`src/rtl/bs_slot_boot_ctrl.sv`:
```
// bs_slot_boot_ctrl: CRC-checks a flash bitstream slot, then commands an IPAL hot reboot into it.
// Define BS_SLOT_FALLBACK_EN to retry lower good slots after a CRC failure.
module bs_slot_boot_ctrl #(
    parameter int          SLOT_CNT    = 4,
    parameter logic [23:0] SLOT0_ADDR  = 24'h20_3000,
    parameter logic [23:0] SLOT_STRIDE = 24'h08_0000,
    parameter logic [31:0] TIMEOUT_CYC = 32'd25_000_000
) (
    input  logic                sys_clk,
    input  logic                sys_rst,
    input  logic                open_req,
    input  logic [2:0]          open_slot,
    output logic                busy,
    output logic                crc_chk_req,
    output logic [2:0]          crc_chk_slot,
    input  logic [1:0]          crc_res,
    output logic                hotreset_en,
    output logic [23:0]         hotreset_addr,
    input  logic                ipal_done,
    output logic                done,
    output logic [2:0]          status,
    output logic [2:0]          cur_slot,
    output logic [SLOT_CNT-1:0] fail_mask
);
    typedef enum logic [2:0] {IDLE, CHECK, WAIT_CRC, NEXT, BOOT, WAIT_IPAL, FINISH} state_t;

    state_t              state_q, state_d;
    logic [2:0]          cur_slot_q, cur_slot_d;
    logic [SLOT_CNT-1:0] fail_mask_q, fail_mask_d;
    logic [2:0]          status_q, status_d;
    logic [31:0]         cnt_q, cnt_d;
    logic [23:0]         addr_q, addr_d;

`ifdef BS_SLOT_FALLBACK_EN
    logic       fb_found;
    logic [2:0] fb_slot;

    // ascending scan leaves the highest good slot below cur_slot
    always_comb begin
        fb_found = 1'b0;
        fb_slot  = 3'd0;
        for (int i = 0; i < SLOT_CNT; i++)
            if (3'(i) < cur_slot_q && !fail_mask_q[i]) begin
                fb_found = 1'b1;
                fb_slot  = 3'(i);
            end
    end
`endif

    always_comb begin
        state_d     = state_q;
        cur_slot_d  = cur_slot_q;
        fail_mask_d = fail_mask_q;
        status_d    = status_q;
        cnt_d       = cnt_q;
        addr_d      = addr_q;
        case (state_q)
            IDLE:
                if (open_req) begin
                    if (32'(open_slot) < SLOT_CNT) begin
                        state_d     = CHECK;
                        cur_slot_d  = open_slot;
                        fail_mask_d = '0;
                        status_d    = 3'd0;
                    end else begin
                        state_d  = FINISH;
                        status_d = 3'd2;
                    end
                end
            CHECK: begin
                cnt_d   = '0;
                state_d = WAIT_CRC;
            end
            WAIT_CRC: begin
                cnt_d = cnt_q + 32'd1;
                if (crc_res == 2'b10) begin
                    state_d = BOOT;
                    addr_d  = SLOT0_ADDR + SLOT_STRIDE * {21'd0, cur_slot_q};
                end else if (crc_res == 2'b11) begin
                    state_d = NEXT;
                    for (int i = 0; i < SLOT_CNT; i++)
                        if (3'(i) == cur_slot_q) fail_mask_d[i] = 1'b1;
                end else if (cnt_q == TIMEOUT_CYC - 32'd1) begin
                    state_d  = FINISH;
                    status_d = 3'd3;
                end
            end
            NEXT: begin
`ifdef BS_SLOT_FALLBACK_EN
                state_d    = fb_found ? CHECK : FINISH;
                cur_slot_d = fb_found ? fb_slot : cur_slot_q;
                status_d   = fb_found ? status_q : 3'd4;
`else
                state_d  = FINISH;
                status_d = 3'd1;
`endif
            end
            BOOT: begin
                cnt_d   = '0;
                state_d = WAIT_IPAL;
            end
            WAIT_IPAL: begin
                cnt_d = cnt_q + 32'd1;
                if (ipal_done) begin
                    state_d  = FINISH;
                    status_d = 3'd0;
                end else if (cnt_q == TIMEOUT_CYC - 32'd1) begin
                    state_d  = FINISH;
                    status_d = 3'd3;
                end
            end
            FINISH:  state_d = IDLE;
            default: state_d = IDLE;
        endcase
    end

    always_ff @(posedge sys_clk) begin
        if (sys_rst) begin
            state_q     <= IDLE;
            cur_slot_q  <= 3'd0;
            fail_mask_q <= '0;
            status_q    <= 3'd0;
            cnt_q       <= '0;
            addr_q      <= SLOT0_ADDR;
        end else begin
            state_q     <= state_d;
            cur_slot_q  <= cur_slot_d;
            fail_mask_q <= fail_mask_d;
            status_q    <= status_d;
            cnt_q       <= cnt_d;
            addr_q      <= addr_d;
        end
    end

    assign busy          = state_q != IDLE && state_q != FINISH;
    assign crc_chk_req   = state_q == CHECK;
    assign crc_chk_slot  = cur_slot_q;
    assign hotreset_en   = state_q == BOOT;
    assign hotreset_addr = addr_q;
    assign done          = state_q == FINISH;
    assign status        = status_q;
    assign cur_slot      = cur_slot_q;
    assign fail_mask     = fail_mask_q;
endmodule

```
`config.mk`:
```
export PLATFORM = sky130hd
export DESIGN_NAME = bs_slot_boot_ctrl
export DESIGN_NICKNAME = d
export VERILOG_FILES = /design/src/rtl/bs_slot_boot_ctrl.sv
export SDC_FILE = /design/constraint.sdc
export NUM_CORES = 1
export LEC_CHECK = 0
export CAP_MARGIN = 5
export CORE_MARGIN = 3
export CORE_UTILIZATION = 41
export CTS_CLUSTER_SIZE = 12
export DETAILED_ROUTE_END_ITERATION = 8
export PLACE_DENSITY = 0.79
export SETUP_SLACK_MARGIN = 0.15
export SYNTH_ARGS = -nofsm -noshare
export SYNTH_HDL_FRONTEND = slang
export SYNTH_SLANG_ARGS = --single-unit
```
`constraint.sdc`:
```
create_clock -name sys_clk -period 1.98 [get_ports sys_clk]
set_clock_uncertainty 0.15 [all_clocks]
set_input_delay 0.198 -clock sys_clk [delete_from_list [all_inputs] [get_ports sys_clk]]
set_output_delay 0.198 -clock sys_clk [all_outputs]
set_load 0.02 [all_outputs]
```
==> flow_metrics.py <==
metrics = {
    "logic_synthesis": {
        "synth_seq_area_share_pct": 32.4,
        "synth.largest_area_cell": "dfxtp_1",
        "synth_area_per_cell_um2": 8.08,
        "yosysUniqueCellTypes": 63,
        "ys_warn_count": 0,
        "synthCells": 375,
        "syn_area_um2": 3030,
        "async_reset_ff_share_pct": 0,
        "synth_top_area_share_pct": 32.4,
        "ys_top_cells_by_area": "dfxtp_1 (32%), buf_4 (5.7%), a21oi_1 (3.6%), mux2i_1 (3.6%), nor2_1 (3.6%)",
        "synth_edf_count": 0,
        "synth_seq_cells": 49,
        "ys.flop_type": "dfxtp_1",
    },
    "sta": {
        "fmax_ghz": 0.497,
        "tns_ns": -0.0716,
        "fin_crit_ns": 2.01,
        "worst_pin_slew_ns": 0.548,
        "min_period_over_period_pct": 102,
        "hold_viol_final": 0,
        "timing.hold.ws_ns": 0.334,
        "slew_violations": 0,
        "setup_viol_count_final": 5,
        "relSlewSlack_pct": 62.5,
        "rsz0062_at_grt": "true",
        "timing.final.ws_setup_ns": -0.0315,
    },
    "die": {
        "core-area_um2": 6980,
        "dieArea_um2": 8460,
        "top_level_ports": 50,
        "initial_core_util_pct": 43.4,
        "die_h_um": 92.0,
        "row_count": 30,
        "die_x_um": 92.0,
    },
    "detailed_routing": {
        "ant_nets": 0,
        "drc": 0,
        "viasPerCell": 6.41,
        "drt_iter0_markers": 464,
        "wl_per_cell_um": 19.5,
        "vias": 3643,
        "drtPass1Iterations": 6,
        "routed_wl_um": 11100,
    },
    "placed_design": {
        "post-dp-hpwl_um": 6530,
        "port_buffers": 29,
        "place_congestion": 0.927,
    },
    "critical_path": {
        "worst-path-buf-inv": 0,
        "arrival_ns": 2.07,
        "cp_max_fo": 4,
        "path_cells": "nand4_1 -> or4_4 -> nor3_2 -> mux2_2",
        "worstSetupPathType": "reg2reg",
        "cp-start-kind": "flip-flop",
        "cp_slowest_cell": "or4_4",
        "max_stage_delay_ns": 0.58,
        "crit_required_ns": 2.04,
        "end_kind": "flip-flop",
        "critical-path-top-delay-family": "simple AND/OR/NAND/NOR gates",
    },
    "cells_and_area": {
        "drive_gt1_share_pct": 38.8,
        "final_nets": 481,
        "diodes": 0,
        "syn_to_final_growth_pct": 48.7,
    },
    "global_route": {
        "grt_pass1_wl_um": 16100,
        "overflow": 0,
        "antenna_found_initial": 0,
        "grt_usage_pct": 23.5,
        "grt_start_max_net_pins": 21,
        "grt_pass1_vias": 3328,
    },
    "clock_network": {
        "clock_sinks": 49,
        "numCtsBuffers": 5,
        "root_buffer": "clkbuf_8",
        "h-tree-depth": 2,
        "clock_latency_ns": 0.31,
        "cts_tree": "done",
        "cts_hold_buffers": 0,
        "clk_pin_slew_ns": 0.10,
        "clockBufferDepth": 2,
    },
    "run": {
        "maxCapViolCount": 0,
    },
    "power": {
        "max-vdd-ir-drop_v": 0.000391,
        "power.net_switching_uw": 929,
        "comb_power_share_pct": 33.6,
        "seq_power_share_pct": 37.6,
        "cellPowerDensity_nw_per_um2": 610,
        "p_leak_nw": 1.87,
        "pwr-share-clk_pct": 28.8,
        "p_int_mw": 1.82,
        "switching_share_pct": 33.8,
    },
    "status": {
        "outcome": "finished, violations left",
        "violations": "setup timing",
    },
    "worst_hold_path": {
        "hold_path.class": "reg2reg",
    },
}
stage by stage:
step	cells	area, um^2	worst slack (ns)	power [mW]	utilization (%)
4_1_cts	558	4160	0.0339	2.57	59.6
2_1_floorplan	393	3170	0.121	1.49	-
5_1_grt	568	4510	-0.0626	2.84	64.6
6_report	568	4510	-0.0315	2.75	64.6
3_3_place_gp	541	3810	-0.0293	1.74	54.5
3_5_place_dp	541	3810	-0.0777	1.75	54.5
Yosys cell counts, types with 2 or more instances:
| master | instances |
|---|---|
| nand4_1 | 12 |
| dfxtp_1 | 49 |
| mux2_2 | 3 |
| nand3_1 | 14 |
| nand4b_1 | 2 |
| conb_1 | 2 |
| o31ai_1 | 2 |
| a211o_1 | 3 |
| nand2_1 | 23 |
| a41oi_1 | 4 |
| a221oi_1 | 2 |
| a211oi_1 | 6 |
| nor4_1 | 5 |
| a41o_1 | 2 |
| a311oi_1 | 3 |
| or4_1 | 10 |
| nand2b_1 | 3 |
| o21a_1 | 2 |
| xor2_1 | 2 |
| a22oi_1 | 2 |
| o211ai_1 | 6 |
| o311ai_0 | 6 |
| nor2_1 | 29 |
| buf_4 | 23 |
| a31oi_1 | 4 |
| o2111ai_1 | 2 |
| or3_1 | 6 |
| nor4_2 | 3 |
| clkbuf_1 | 14 |
| nand3b_1 | 2 |
| mux2i_1 | 11 |
| and4_1 | 5 |
| nor2b_1 | 5 |
| a21oi_1 | 22 |
| and2_1 | 4 |
| and3_1 | 7 |
| inv_1 | 12 |
| or2_2 | 9 |
| o21ai_0 | 11 |
| nor3_1 | 13 |
| a21boi_0 | 3 |
| buf_2 | 6 |
per-layer routing:
layer | global-route usage (%) | wire length (um) | vias to the layer above | share of wire, %
li1 | - | - | 1564 | -
met2 | 40.5 | 5380 | 291 | 48
met3 | 5.17 | 1170 | 66 | 10
met4 | 8.79 | 452 | 0 | 4.1
met1 | 28.5 | 4110 | 1722 | 37
met5 | 0 | 0 | - | 0
registers in the layout, summed over array words and instances, names as in the netlist:
register	flops
hotreset_addr	4
crc_chk_slot	3
fail_mask	4
status	3
state_q	3
cnt_q	32
worst paths after layout:
kind	from	to	slack, ns	depth (start not counted)
min reg2reg	cnt_q[5]$_SDFFE_PP0P_	cnt_q[5]$_SDFFE_PP0P_	0.33	1
max reg2reg	cnt_q[11]$_SDFFE_PP0P_	cnt_q[23]$_SDFFE_PP0P_	-0.03	4
max	cnt_q[11]$_SDFFE_PP0P_	cnt_q[23]$_SDFFE_PP0P_	-0.03	4
min	cnt_q[5]$_SDFFE_PP0P_	cnt_q[5]$_SDFFE_PP0P_	0.33	1
power groups by stage:
stage	clock, mW	combinational (mW)	sequential, mW
floorplan	0	0.426	1.06
global placement	0	0.693	1.05
detailed placement	0	0.703	1.05
CTS	0.786	0.753	1.03
global route	0.831	0.971	1.04
finish	0.792	0.924	1.03
cell usage in the layout (no fill, tap or decap), types with 6 or more instances in the layout:
cell type,instances
a21oi_1,16
a21oi_2,6
and3_1,7
buf_4,66
buf_6,17
clkbuf_8,6
clkdlybuf4s50_1,20
conb_1,20
dfxtp_1,27
dfxtp_2,19
inv_1,12
mux2i_1,11
nand2_1,20
nand3_1,13
nand4_1,12
nor2_1,28
nor3_1,10
nor4_4,7
o211ai_1,6
o21ai_0,9
or2_2,8
logic make-up after synthesis:
logic type	share of synthesized area, %
other	0.248
AO/OA/AOI/OAI	20.6
adder cells (fa/ha/maj)	0.413
AND/OR/NAND/NOR	30.7
flip-flops	32.4
multiplexers	4.75
XOR/XNOR	0.867
buffers and inverters	10.1
layout make-up:
| cell class | count | area (um^2) |
|---|---|---|
| flip-flops and latches | 49 | 1020 |
| clock inverters | 2 | 37.5 |
| inverters | 12 | 45.0 |
| repair buffers | 114 | 1030 |
| clock buffers | 6 | 82.6 |
| fillers | 522 | 2470 |
| multi-input cells | 289 | 2170 |
| well taps | 96 | 120 |
what timing repair did:
item | in CTS | in global routing
gates cloned | 1 | 1
pin swaps | 17 | 28
setup endpoints to repair | 36 | 42
gates resized for setup | 55 | 68
hold endpoints to repair | 0 | 0
buffers inserted | 8 | 9
Note: power is estimated with default switching activity, not from simulation.
